<file path="config.mk">
export PLATFORM = sky130hd
export DESIGN_NAME = core_muldiv_ctrl
export DESIGN_NICKNAME = d
export VERILOG_FILES = /design/src/rtl/core_muldiv_ctrl.sv
export SDC_FILE = /design/constraint.sdc
export NUM_CORES = 2
export LEC_CHECK = 0
export BUFFER_PORTS_ARGS = -buffer_cell sky130_fd_sc_hd__buf_2
export CAP_MARGIN = 10
export CORE_ASPECT_RATIO = 0.75
export CORE_MARGIN = 5
export CORE_UTILIZATION = 40
export CTS_CLUSTER_DIAMETER = 30
export DETAILED_ROUTE_END_ITERATION = 16
export PLACE_DENSITY = 0.69
export SYNTH_ARGS = -nofsm -noshare
export SYNTH_HDL_FRONTEND = slang
export SYNTH_SLANG_ARGS = --single-unit
</file>
<file path="constraint.sdc">
create_clock -name clk -period 12.81 [get_ports clk]
set_clock_uncertainty 0.05 [all_clocks]
set_input_delay 2.562 -clock clk [delete_from_list [all_inputs] [get_ports clk]]
set_output_delay 2.562 -clock clk [all_outputs]
set_load 0.02 [all_outputs]
</file>
<file path="src/rtl/core_muldiv_ctrl.sv">
// Iterative RV64 M-extension unit: radix-2 shift-add multiplier and restoring divider
// sharing one 128-bit accumulator, with sign fix-up and a one-cycle completion pulse.
module core_muldiv_ctrl #(
    parameter int unsigned XLEN  = 64,
    parameter int unsigned CNT_W = 7
) (
    input  logic            clk,
    input  logic            rst,
    input  logic            in_valid,
    output logic            in_ready,
    input  logic [4:0]      alu_ctrl,
    input  logic [XLEN-1:0] src1,
    input  logic [XLEN-1:0] src2,
    input  logic            flush,
    output logic            busy,
    output logic            out_valid,
    output logic [XLEN-1:0] result
);

    localparam logic [CNT_W-1:0] LastIter = CNT_W'(XLEN - 1);
    localparam logic [XLEN-1:0]  MinNeg   = {1'b1, {(XLEN-1){1'b0}}};

    typedef enum logic [2:0] {StIdle, StMul, StDiv, StFix, StDone} state_e;

    state_e            state_q, state_d;
    logic [CNT_W-1:0]  cnt_q, cnt_d;
    logic [2*XLEN-1:0] acc_q, acc_d;
    logic [XLEN-1:0]   opnd_q, opnd_d;
    logic [XLEN-1:0]   result_q, result_d;
    logic              is_div_q, is_div_d;
    logic              is_rem_q, is_rem_d;
    logic              is_hi_q, is_hi_d;
    logic              neg_a_q, neg_a_d;
    logic              neg_b_q, neg_b_d;

    // Op decode; MUL and undefined codes with bit 4 set take the defaults.
    logic dec_div, dec_rem, dec_hi, dec_sa, dec_sb;
    always_comb begin
        dec_div = 1'b0;
        dec_rem = 1'b0;
        dec_hi  = 1'b0;
        dec_sa  = 1'b1;
        dec_sb  = 1'b1;
        case (alu_ctrl)
            5'b10001: dec_hi = 1'b1;
            5'b10011: begin dec_hi = 1'b1; dec_sb = 1'b0; end
            5'b10010: begin dec_hi = 1'b1; dec_sa = 1'b0; dec_sb = 1'b0; end
            5'b10110: dec_div = 1'b1;
            5'b10100: begin dec_div = 1'b1; dec_sa = 1'b0; dec_sb = 1'b0; end
            5'b10101: begin dec_div = 1'b1; dec_rem = 1'b1; end
            5'b10111: begin dec_div = 1'b1; dec_rem = 1'b1; dec_sa = 1'b0; dec_sb = 1'b0; end
            default: ;
        endcase
    end

    logic            src1_neg, src2_neg;
    logic [XLEN-1:0] src1_mag, src2_mag;
    assign src1_neg = dec_sa & src1[XLEN-1];
    assign src2_neg = dec_sb & src2[XLEN-1];
    assign src1_mag = src1_neg ? -src1 : src1;
    assign src2_mag = src2_neg ? -src2 : src2;

    logic            div_by_zero, div_ovf;
    logic [XLEN-1:0] special_res;
    assign div_by_zero = dec_div & (src2 == '0);
    assign div_ovf     = dec_div & dec_sa & (src1 == MinNeg) & (src2 == '1);
    always_comb begin
        special_res = '0;
        if (div_by_zero) begin
            special_res = dec_rem ? src1 : '1;
        end else if (div_ovf) begin
            special_res = dec_rem ? '0 : src1;
        end
    end

    // Multiply step: add multiplicand into the high half when the multiplier LSB is set,
    // then shift the whole accumulator right (multiplier bits drain out of the low half).
    logic [XLEN:0] mul_sum;
    assign mul_sum = {1'b0, acc_q[2*XLEN-1:XLEN]} + (acc_q[0] ? {1'b0, opnd_q} : '0);

    // Divide step: high half is the partial remainder, low half shifts dividend out and
    // quotient bits in.
    logic [XLEN:0]   div_shift;
    logic [XLEN-1:0] div_trial;
    logic            div_ge;
    assign div_shift = {acc_q[2*XLEN-1:XLEN], acc_q[XLEN-1]};
    assign div_ge    = div_shift >= {1'b0, opnd_q};
    assign div_trial = div_shift[XLEN-1:0] - opnd_q;

    logic [2*XLEN-1:0] prod_fix;
    logic [XLEN-1:0]   quo_fix, rem_fix, fix_res;
    assign prod_fix = (neg_a_q ^ neg_b_q) ? -acc_q : acc_q;
    assign quo_fix  = (neg_a_q ^ neg_b_q) ? -acc_q[XLEN-1:0] : acc_q[XLEN-1:0];
    assign rem_fix  = neg_a_q ? -acc_q[2*XLEN-1:XLEN] : acc_q[2*XLEN-1:XLEN];
    always_comb begin
        if (is_div_q) begin
            fix_res = is_rem_q ? rem_fix : quo_fix;
        end else begin
            fix_res = is_hi_q ? prod_fix[2*XLEN-1:XLEN] : prod_fix[XLEN-1:0];
        end
    end

    logic accept;
    assign accept = in_valid & (state_q == StIdle) & alu_ctrl[4] & ~flush;

    always_comb begin
        state_d  = state_q;
        cnt_d    = cnt_q;
        acc_d    = acc_q;
        opnd_d   = opnd_q;
        result_d = result_q;
        is_div_d = is_div_q;
        is_rem_d = is_rem_q;
        is_hi_d  = is_hi_q;
        neg_a_d  = neg_a_q;
        neg_b_d  = neg_b_q;
        case (state_q)
            StIdle: begin
                if (accept) begin
                    cnt_d    = '0;
                    is_div_d = dec_div;
                    is_rem_d = dec_rem;
                    is_hi_d  = dec_hi;
                    neg_a_d  = src1_neg;
                    neg_b_d  = src2_neg;
                    if (div_by_zero || div_ovf) begin
                        result_d = special_res;
                        state_d  = StDone;
                    end else if (dec_div) begin
                        acc_d   = {{XLEN{1'b0}}, src1_mag};
                        opnd_d  = src2_mag;
                        state_d = StDiv;
                    end else begin
                        acc_d   = {{XLEN{1'b0}}, src2_mag};
                        opnd_d  = src1_mag;
                        state_d = StMul;
                    end
                end
            end
            StMul: begin
                acc_d = {mul_sum, acc_q[XLEN-1:1]};
                cnt_d = cnt_q + CNT_W'(1);
                if (cnt_q == LastIter) state_d = StFix;
            end
            StDiv: begin
                acc_d = {(div_ge ? div_trial : div_shift[XLEN-1:0]), acc_q[XLEN-2:0], div_ge};
                cnt_d = cnt_q + CNT_W'(1);
                if (cnt_q == LastIter) state_d = StFix;
            end
            StFix: begin
                result_d = fix_res;
                state_d  = StDone;
            end
            StDone:  state_d = StIdle;
            default: state_d = StIdle;
        endcase
        // A killed op never reaches DONE, so its result is never published.
        if (flush && (state_q != StIdle)) begin
            state_d  = StIdle;
            result_d = result_q;
        end
    end

    always_ff @(posedge clk or posedge rst) begin
        if (rst) begin
            state_q  <= StIdle;
            cnt_q    <= '0;
            acc_q    <= '0;
            opnd_q   <= '0;
            result_q <= '0;
            is_div_q <= 1'b0;
            is_rem_q <= 1'b0;
            is_hi_q  <= 1'b0;
            neg_a_q  <= 1'b0;
            neg_b_q  <= 1'b0;
        end else begin
            state_q  <= state_d;
            cnt_q    <= cnt_d;
            acc_q    <= acc_d;
            opnd_q   <= opnd_d;
            result_q <= result_d;
            is_div_q <= is_div_d;
            is_rem_q <= is_rem_d;
            is_hi_q  <= is_hi_d;
            neg_a_q  <= neg_a_d;
            neg_b_q  <= neg_b_d;
        end
    end

    assign in_ready  = (state_q == StIdle);
    assign busy      = (state_q != StIdle);
    assign out_valid = (state_q == StDone);
    assign result    = result_q;

endmodule

</file>
Word-level counts from Yosys, hierarchy flattened
Index checks and enable logic that the tools add are counted.
{"block": "classes", "n_addsub": 8, "mul": 0, "div_mod_pow": 0, "order_cmp": 1, "n_eq_ne": 19, "shifts": 0, "n_mux": 35, "bitwise": 13, "reduce_logical": 20}
{"operator": "64-bit two-way mux", "count": 17}
{"operator": "128-bit two-way mux", "count": 3}
{"operator": "128-bit one-hot mux with 3 select lines", "count": 1}
{"operator": "64-bit negation", "count": 4}
{"operator": "64-bit == test (second input constant)", "count": 2}
{"operator": "128-bit negation", "count": 1}
{"operator": "64-bit one-hot mux with 2 select lines", "count": 1}
{"operator": "64-bit by 64-bit adder with 65-bit output", "count": 1}
{"operator": "65-bit by 64-bit >= comparator with 1-bit output", "count": 1}
{"operator": "64-bit logical NOT", "count": 1}
{"operator": "64-bit subtractor", "count": 1}
{"operator": "5-bit == test (second input constant)", "count": 7}
{"operator": "7-bit one-hot mux with 2 select lines", "count": 1}
{"operator": "3-bit two-way mux", "count": 4}
{"operator": "1-bit bitwise AND", "count": 9}
{"operator": "3-bit one-hot mux with 3 select lines", "count": 1}
{"operator": "4-bit OR reduction", "count": 2}
{"operator": "7-bit by 1-bit adder with 7-bit output (second input constant)", "count": 1}
{"operator": "7-bit by 6-bit == test with 1-bit output (second input constant)", "count": 1}
{"operator": "7-bit two-way mux", "count": 1}
{"operator": "3-bit by 2-bit == test with 1-bit output (second input constant)", "count": 2}
{"operator": "3-bit by 1-bit inequality test with 1-bit output (second input constant)", "count": 2}
{"operator": "2-bit AND reduction", "count": 3}
{"operator": "3-bit AND reduction", "count": 2}
{"operator": "16 further kinds", "count": 27}
{"block": "word_totals", "register_bits": 271, "latch_bits": 0, "ram_bits": 0, "mem_bits_ro": 0, "inputBits": 137, "output_inout_bits": 67, "word_cells": 106, "mem_count": 0}

Longest topological paths before layout
{"block": "depth", "word_depth": 11, "mapped_depth": 16, "depth_no_buf": 14}

Least setup slack after synthesis
Ideal clock, no wire load.
{"block": "synth_path", "path_kind": "input port to flip-flop", "from": "in src1[17]", "to": "reg acc_q[2]", "setup_ps": 125, "t_arrival_ps": 5656, "required_time_ps": 12635, "setup_slack_ps": 6979, "cell_stages": 9, "n_path_buf": 2, "path_cell_list": "or4_1 > or4_1 > or4_1 > nor4b_2 > a21boi_1 > o21bai_1 > buf_2 > buf_2 > mux2_2"}
{"block": "synth_via", "elab_chain_cells": 6}
{"item": "from (decl)", "line": "12", "rtl": "input logic [XLEN-1:0] src1,"}
{"item": "64-bit == test", "line": "66", "rtl": "assign div_ovf = dec_div & dec_sa & (src1 == MinNeg) & (src2 == '1);"}
{"item": "1-bit bitwise AND (2 in a row)", "line": "66"}
{"item": "1-bit logical OR", "line": "126", "rtl": "if (div_by_zero || div_ovf) begin"}
{"item": "2-bit inequality test (no line)"}
{"item": "3-bit AND reduction (no line)"}
{"item": "to (signal assigned)", "line": "168", "rtl": "acc_q <= '0;"}
{"item": "to (signal assigned)", "line": "179", "rtl": "acc_q <= acc_d;"}
{"item": "to (decl)", "line": "27", "rtl": "logic [2*XLEN-1:0] acc_q, acc_d;"}
Every way passes these cells.
A chain may end at the register's enable or synchronous reset.

Worst setup path in the final report
{"block": "layout_path", "from": "in src2[27]", "to": "reg opnd_q[50]"}
{"block": "layout_via", "elab_chain_cells": 5, "word_cells_on_any_way": 10, "cone_classes": "add/sub: 1; eq/ne: 1; mux: 2; bitwise: 3; reduce/logical: 3"}
{"item": "from (decl)", "line": "13", "rtl": "input logic [XLEN-1:0] src2,"}
{"item": "parallel branches: the longest is 5 deep, another holds 64-bit negation"}
{"item": "to (signal assigned)", "line": "180", "rtl": "opnd_q <= opnd_d;"}
{"item": "to (decl)", "line": "28", "rtl": "logic [XLEN-1:0] opnd_q, opnd_d;"}
Several ways; the timed one is not identified.

==> run_summary.xml <==
<?xml version="1.0" encoding="UTF-8"?>
<metrics>
  <group name="worst_hold_path">
    <metric name="hold_depth" unit="">2</metric>
    <metric name="holdCritPathClass" unit="">flop to flop</metric>
  </group>
  <group name="pwr">
    <metric name="net_switching_power_figure" unit="W">0.00432</metric>
    <metric name="power.static_leakage" unit="nW">14.2</metric>
    <metric name="worst_ir_drop_vdd" unit="mV">0.193</metric>
    <metric name="internal_power" unit="W">0.00391</metric>
    <metric name="combinational_fraction_of_design_power" unit="%">61.0</metric>
    <metric name="cellPowerDensity" unit="mW/mm^2">242</metric>
    <metric name="seqPwrFrac" unit="%">20.7</metric>
    <metric name="share_clk_of_total_power" unit="%">18.3</metric>
    <metric name="power_switching_share" unit="%">52.5</metric>
  </group>
  <group name="floorplanning">
    <metric name="fp.dieH" unit="um">250</metric>
    <metric name="initial_core_util" unit="%">40.5</metric>
    <metric name="floorplan.rows" unit="">87</metric>
    <metric name="die_width" unit="um">329</metric>
    <metric name="core_region" unit="mm^2">0.0755</metric>
    <metric name="num_io_pins" unit="">204</metric>
    <metric name="design.die.area" unit="mm^2">0.0822</metric>
  </group>
  <group name="critical_path">
    <metric name="worstPathMaxFanout" unit="">80</metric>
    <metric name="setup.worst_path.end_class" unit="">flop</metric>
    <metric name="worstPathRequired" unit="ns">13.20</metric>
    <metric name="cp_data_arrival_time" unit="ns">7.71</metric>
    <metric name="critical_path_class" unit="">primary input to flop</metric>
    <metric name="critical_path.startpoint_type" unit="">primary input</metric>
    <metric name="reg2reg_depth" unit="">9</metric>
    <metric name="worst-r2r-setup-slack" unit="ns">7.13</metric>
  </group>
  <group name="detailed_routing">
    <metric name="wl" unit="mm">131</metric>
    <metric name="ant_nets" unit="">0</metric>
    <metric name="routed_wire_length_per_instance" unit="um">24.7</metric>
    <metric name="drt_first_pass_iters" unit="">8</metric>
    <metric name="route.detailed.drc" unit="">0</metric>
    <metric name="detailedRoute.firstIterationViolations" unit="">5047</metric>
    <metric name="vias" unit="">34400</metric>
    <metric name="viasPerCell" unit="">6.49</metric>
  </group>
  <group name="status">
    <metric name="run_status" unit="">finished clean</metric>
  </group>
  <group name="timing">
    <metric name="maxClockFrequency" unit="MHz">137</metric>
    <metric name="final_max_slew_viol_count" unit="">0</metric>
    <metric name="final.setup.tns" unit="ns">0</metric>
    <metric name="period_utilisation_layout" unit="%">57.2</metric>
    <metric name="worst_slack" unit="ns">5.49</metric>
    <metric name="rsz0062_at_grt" unit="">false</metric>
    <metric name="min_period" unit="ns">7.32</metric>
    <metric name="timing.final.hold_violations" unit="">0</metric>
    <metric name="max_slew.worst_pin.slew" unit="ns">1.33</metric>
    <metric name="slew-limit-headroom" unit="%">10.2</metric>
    <metric name="report.final.setup_viol" unit="">0</metric>
  </group>
  <group name="synthesis">
    <metric name="synth_top_area_cell" unit="">dfrtp_1</metric>
    <metric name="number_of_flops_mapped_to_enable_cells_by_yosys" unit="">0</metric>
    <metric name="synth_fp_nets" unit="">4507</metric>
    <metric name="post_synthesis_instance_area" unit="mm^2">0.0306</metric>
    <metric name="synth.avg_cell_area" unit="um^2">7.23</metric>
    <metric name="synth_cell_type_count" unit="">93</metric>
    <metric name="synth_async_sr_flop_share" unit="%">100</metric>
    <metric name="syn-instance-count" unit="">4234</metric>
    <metric name="ys_warn_count" unit="">0</metric>
    <metric name="ys_top_cells_by_count" unit="">nand2_1, nor2_1, a21oi_1, o21ai_0, clkbuf_1</metric>
    <metric name="yosysMostFrequentCell" unit="">nand2_1</metric>
    <metric name="synth.area.top_cells" unit="">dfrtp_1, a21oi_1, o21ai_0</metric>
    <metric name="synth-main-ff-cell" unit="">dfrtp_1</metric>
    <metric name="share_of_the_synthesized_area_in_the_top_cell_type" unit="%">22.2</metric>
    <metric name="yosysSeqAreaShare" unit="%">22.2</metric>
    <metric name="synth_seq_cells" unit="">271</metric>
  </group>
  <group name="global_routing">
    <metric name="grt_pass1_wl" unit="mm">195</metric>
    <metric name="grt.overflow.total" unit="">0</metric>
    <metric name="number_of_antenna_violations_at_the_first_check_in_global_routing" unit="">2</metric>
    <metric name="maximum_number_of_pins_on_one_net_before_global_route_repair" unit="">95</metric>
    <metric name="vias_in_the_first_global_route" unit="">30900</metric>
    <metric name="grt_use_total" unit="%">30.2</metric>
  </group>
  <group name="cts">
    <metric name="clock_insertion_delay_worst_skew" unit="ns">0.63</metric>
    <metric name="cts_tree" unit="">built</metric>
    <metric name="cts.sink_count" unit="">271</metric>
    <metric name="cts-hold-fix-buffers" unit="">0</metric>
    <metric name="clk_transition_reported_paths" unit="ns">0.05</metric>
    <metric name="max-clock-path-buffers" unit="">3</metric>
    <metric name="h-tree-depth" unit="">2</metric>
    <metric name="cts.repair_timing.setup_buffer_count" unit="">0</metric>
    <metric name="root_buffer" unit="">clkbuf_16</metric>
    <metric name="cts_made_buffers" unit="">57</metric>
    <metric name="cts.repair.resized" unit="">0</metric>
  </group>
  <group name="place">
    <metric name="post-dp-hpwl" unit="mm">102</metric>
    <metric name="io_buffer_count" unit="">203</metric>
    <metric name="place_worst_setup_slack" unit="ns">5.18</metric>
    <metric name="finalWeightedCongestion" unit="">1.04</metric>
  </group>
  <group name="finish">
    <metric name="drive_above_1_share" unit="%">10.8</metric>
    <metric name="flow.area_growth_from_synthesis" unit="%">11.4</metric>
    <metric name="net_count_final" unit="">4489</metric>
  </group>
  <group name="job">
    <metric name="drv_cap" unit="">0</metric>
  </group>
</metrics>
[final timing paths]
check | end | startpoint
setup / recovery | opnd_q[50]$_DFFE_PP0P_ | src2[27]
max in group asynchronous | acc_q[116]$_DFFE_PP0P_ | rst
setup reg to reg | result[62]$_DFFE_PP0P_ | acc_q[10]$_DFFE_PP0P_
hold reg to reg | opnd_q[55]$_DFFE_PP0P_ | opnd_q[55]$_DFFE_PP0P_
min in group asynchronous | acc_q[65]$_DFFE_PP0P_ | rst
hold / removal | opnd_q[55]$_DFFE_PP0P_ | opnd_q[55]$_DFFE_PP0P_
[per-stage QoR]
step / cells / hold slack, ns / util (%) / cell area [um^2] / power, W
6_report: 5292 / 0.427 / 45.1 / 34100 / 0.00823
5_1_grt: 5288 / 0.444 / 45.1 / 34100 / 0.00873
4_1_cts: 5288 / 0.431 / 45.1 / 34100 / 0.00807
3_5_place_dp: 5180 / 0.419 / 42.5 / 32100 / 0.00653
3_3_place_gp: 5180 / 0.415 / 42.5 / 32100 / 0.00649
2_1_floorplan: 4234 / 0.396 / - / 30600 / 0.00513
[power groups by stage]
stage | sequential [W] | combinational, W | clock [W]
after floorplan | 0.00141 | 0.00373 | 0
after global placement | 0.00168 | 0.00480 | 0
after detailed placement | 0.00169 | 0.00484 | 0
after CTS | 0.00168 | 0.00487 | 0.00152
after global routing | 0.00173 | 0.00543 | 0.00156
final | 0.00170 | 0.00502 | 0.00151
[cell families after synthesis]
family          after synthesis  share of synthesized area (%)
mux                          70                           2.33
buf+inv                     460                           5.90
simple gates               1448                           22.5
fa+ha+maj                   136                           5.61
compound gates             1458                           30.3
xor+xnor                    391                           11.2
flops                       271                           22.2
[critical path, stage by stage]
cell and delay [ns]:
buf_2 0.12, or4_1 0.59, or4b_1 0.57, nor4_1 1.07, nand4_1 0.44, a21boi_1 0.30, o21bai_4 0.14, buf_4 0.35
nand2b_4 0.62, buf_4 0.67, o21ai_0 0.22
[metal layers]
layer  GRT usage [%]  wire length, um
met2            42.6            53200
met4            9.30             4690
met5               0                0
met1            44.2            56500
met3            8.50            16600
[state kept, by name (all words and copies together), names as in the netlist]
name,count
is_rem_q,1
is_div_q,1
acc_q,128
is_hi_q,1
neg_a_q,1
result,64
neg_b_q,1
state_q,3
cnt_q,7
opnd_q,64
[cell usage in the layout, fill, tap and decap left out, types with 25 or more instances in the layout]
cell type,instances
o31ai_1,74
buf_4,57
a31oi_1,33
mux2i_1,59
ha_1,134
a222oi_1,45
a211oi_1,52
a21oi_1,401
o211ai_1,39
inv_1,120
or4_1,48
nand4_1,63
or3_1,51
dfrtp_1,269
a21o_1,64
xnor2_1,178
o21ai_0,375
clkbuf_16,58
a221oi_1,40
nor3_1,115
xor2_1,211
nand2_1,438
nand2b_1,33
o21ai_1,46
a22oi_1,54
nor2_1,434
o41ai_1,28
o221ai_1,25
buf_2,203
nand3_1,71
nor4_1,44
[cell type report]
cell class | instances | area (um^2)
inverter | 123 | 469
sequential | 271 | 6780
clock buffer | 64 | 1500
clock inverter | 44 | 444
tap | 1023 | 1280
timing repair buffer | 260 | 1440
fill | 7729 | 41500
multi-input combinational | 3503 | 22100
antenna | 4 | 10.0
Note: power is estimated with default switching activity, not from simulation.
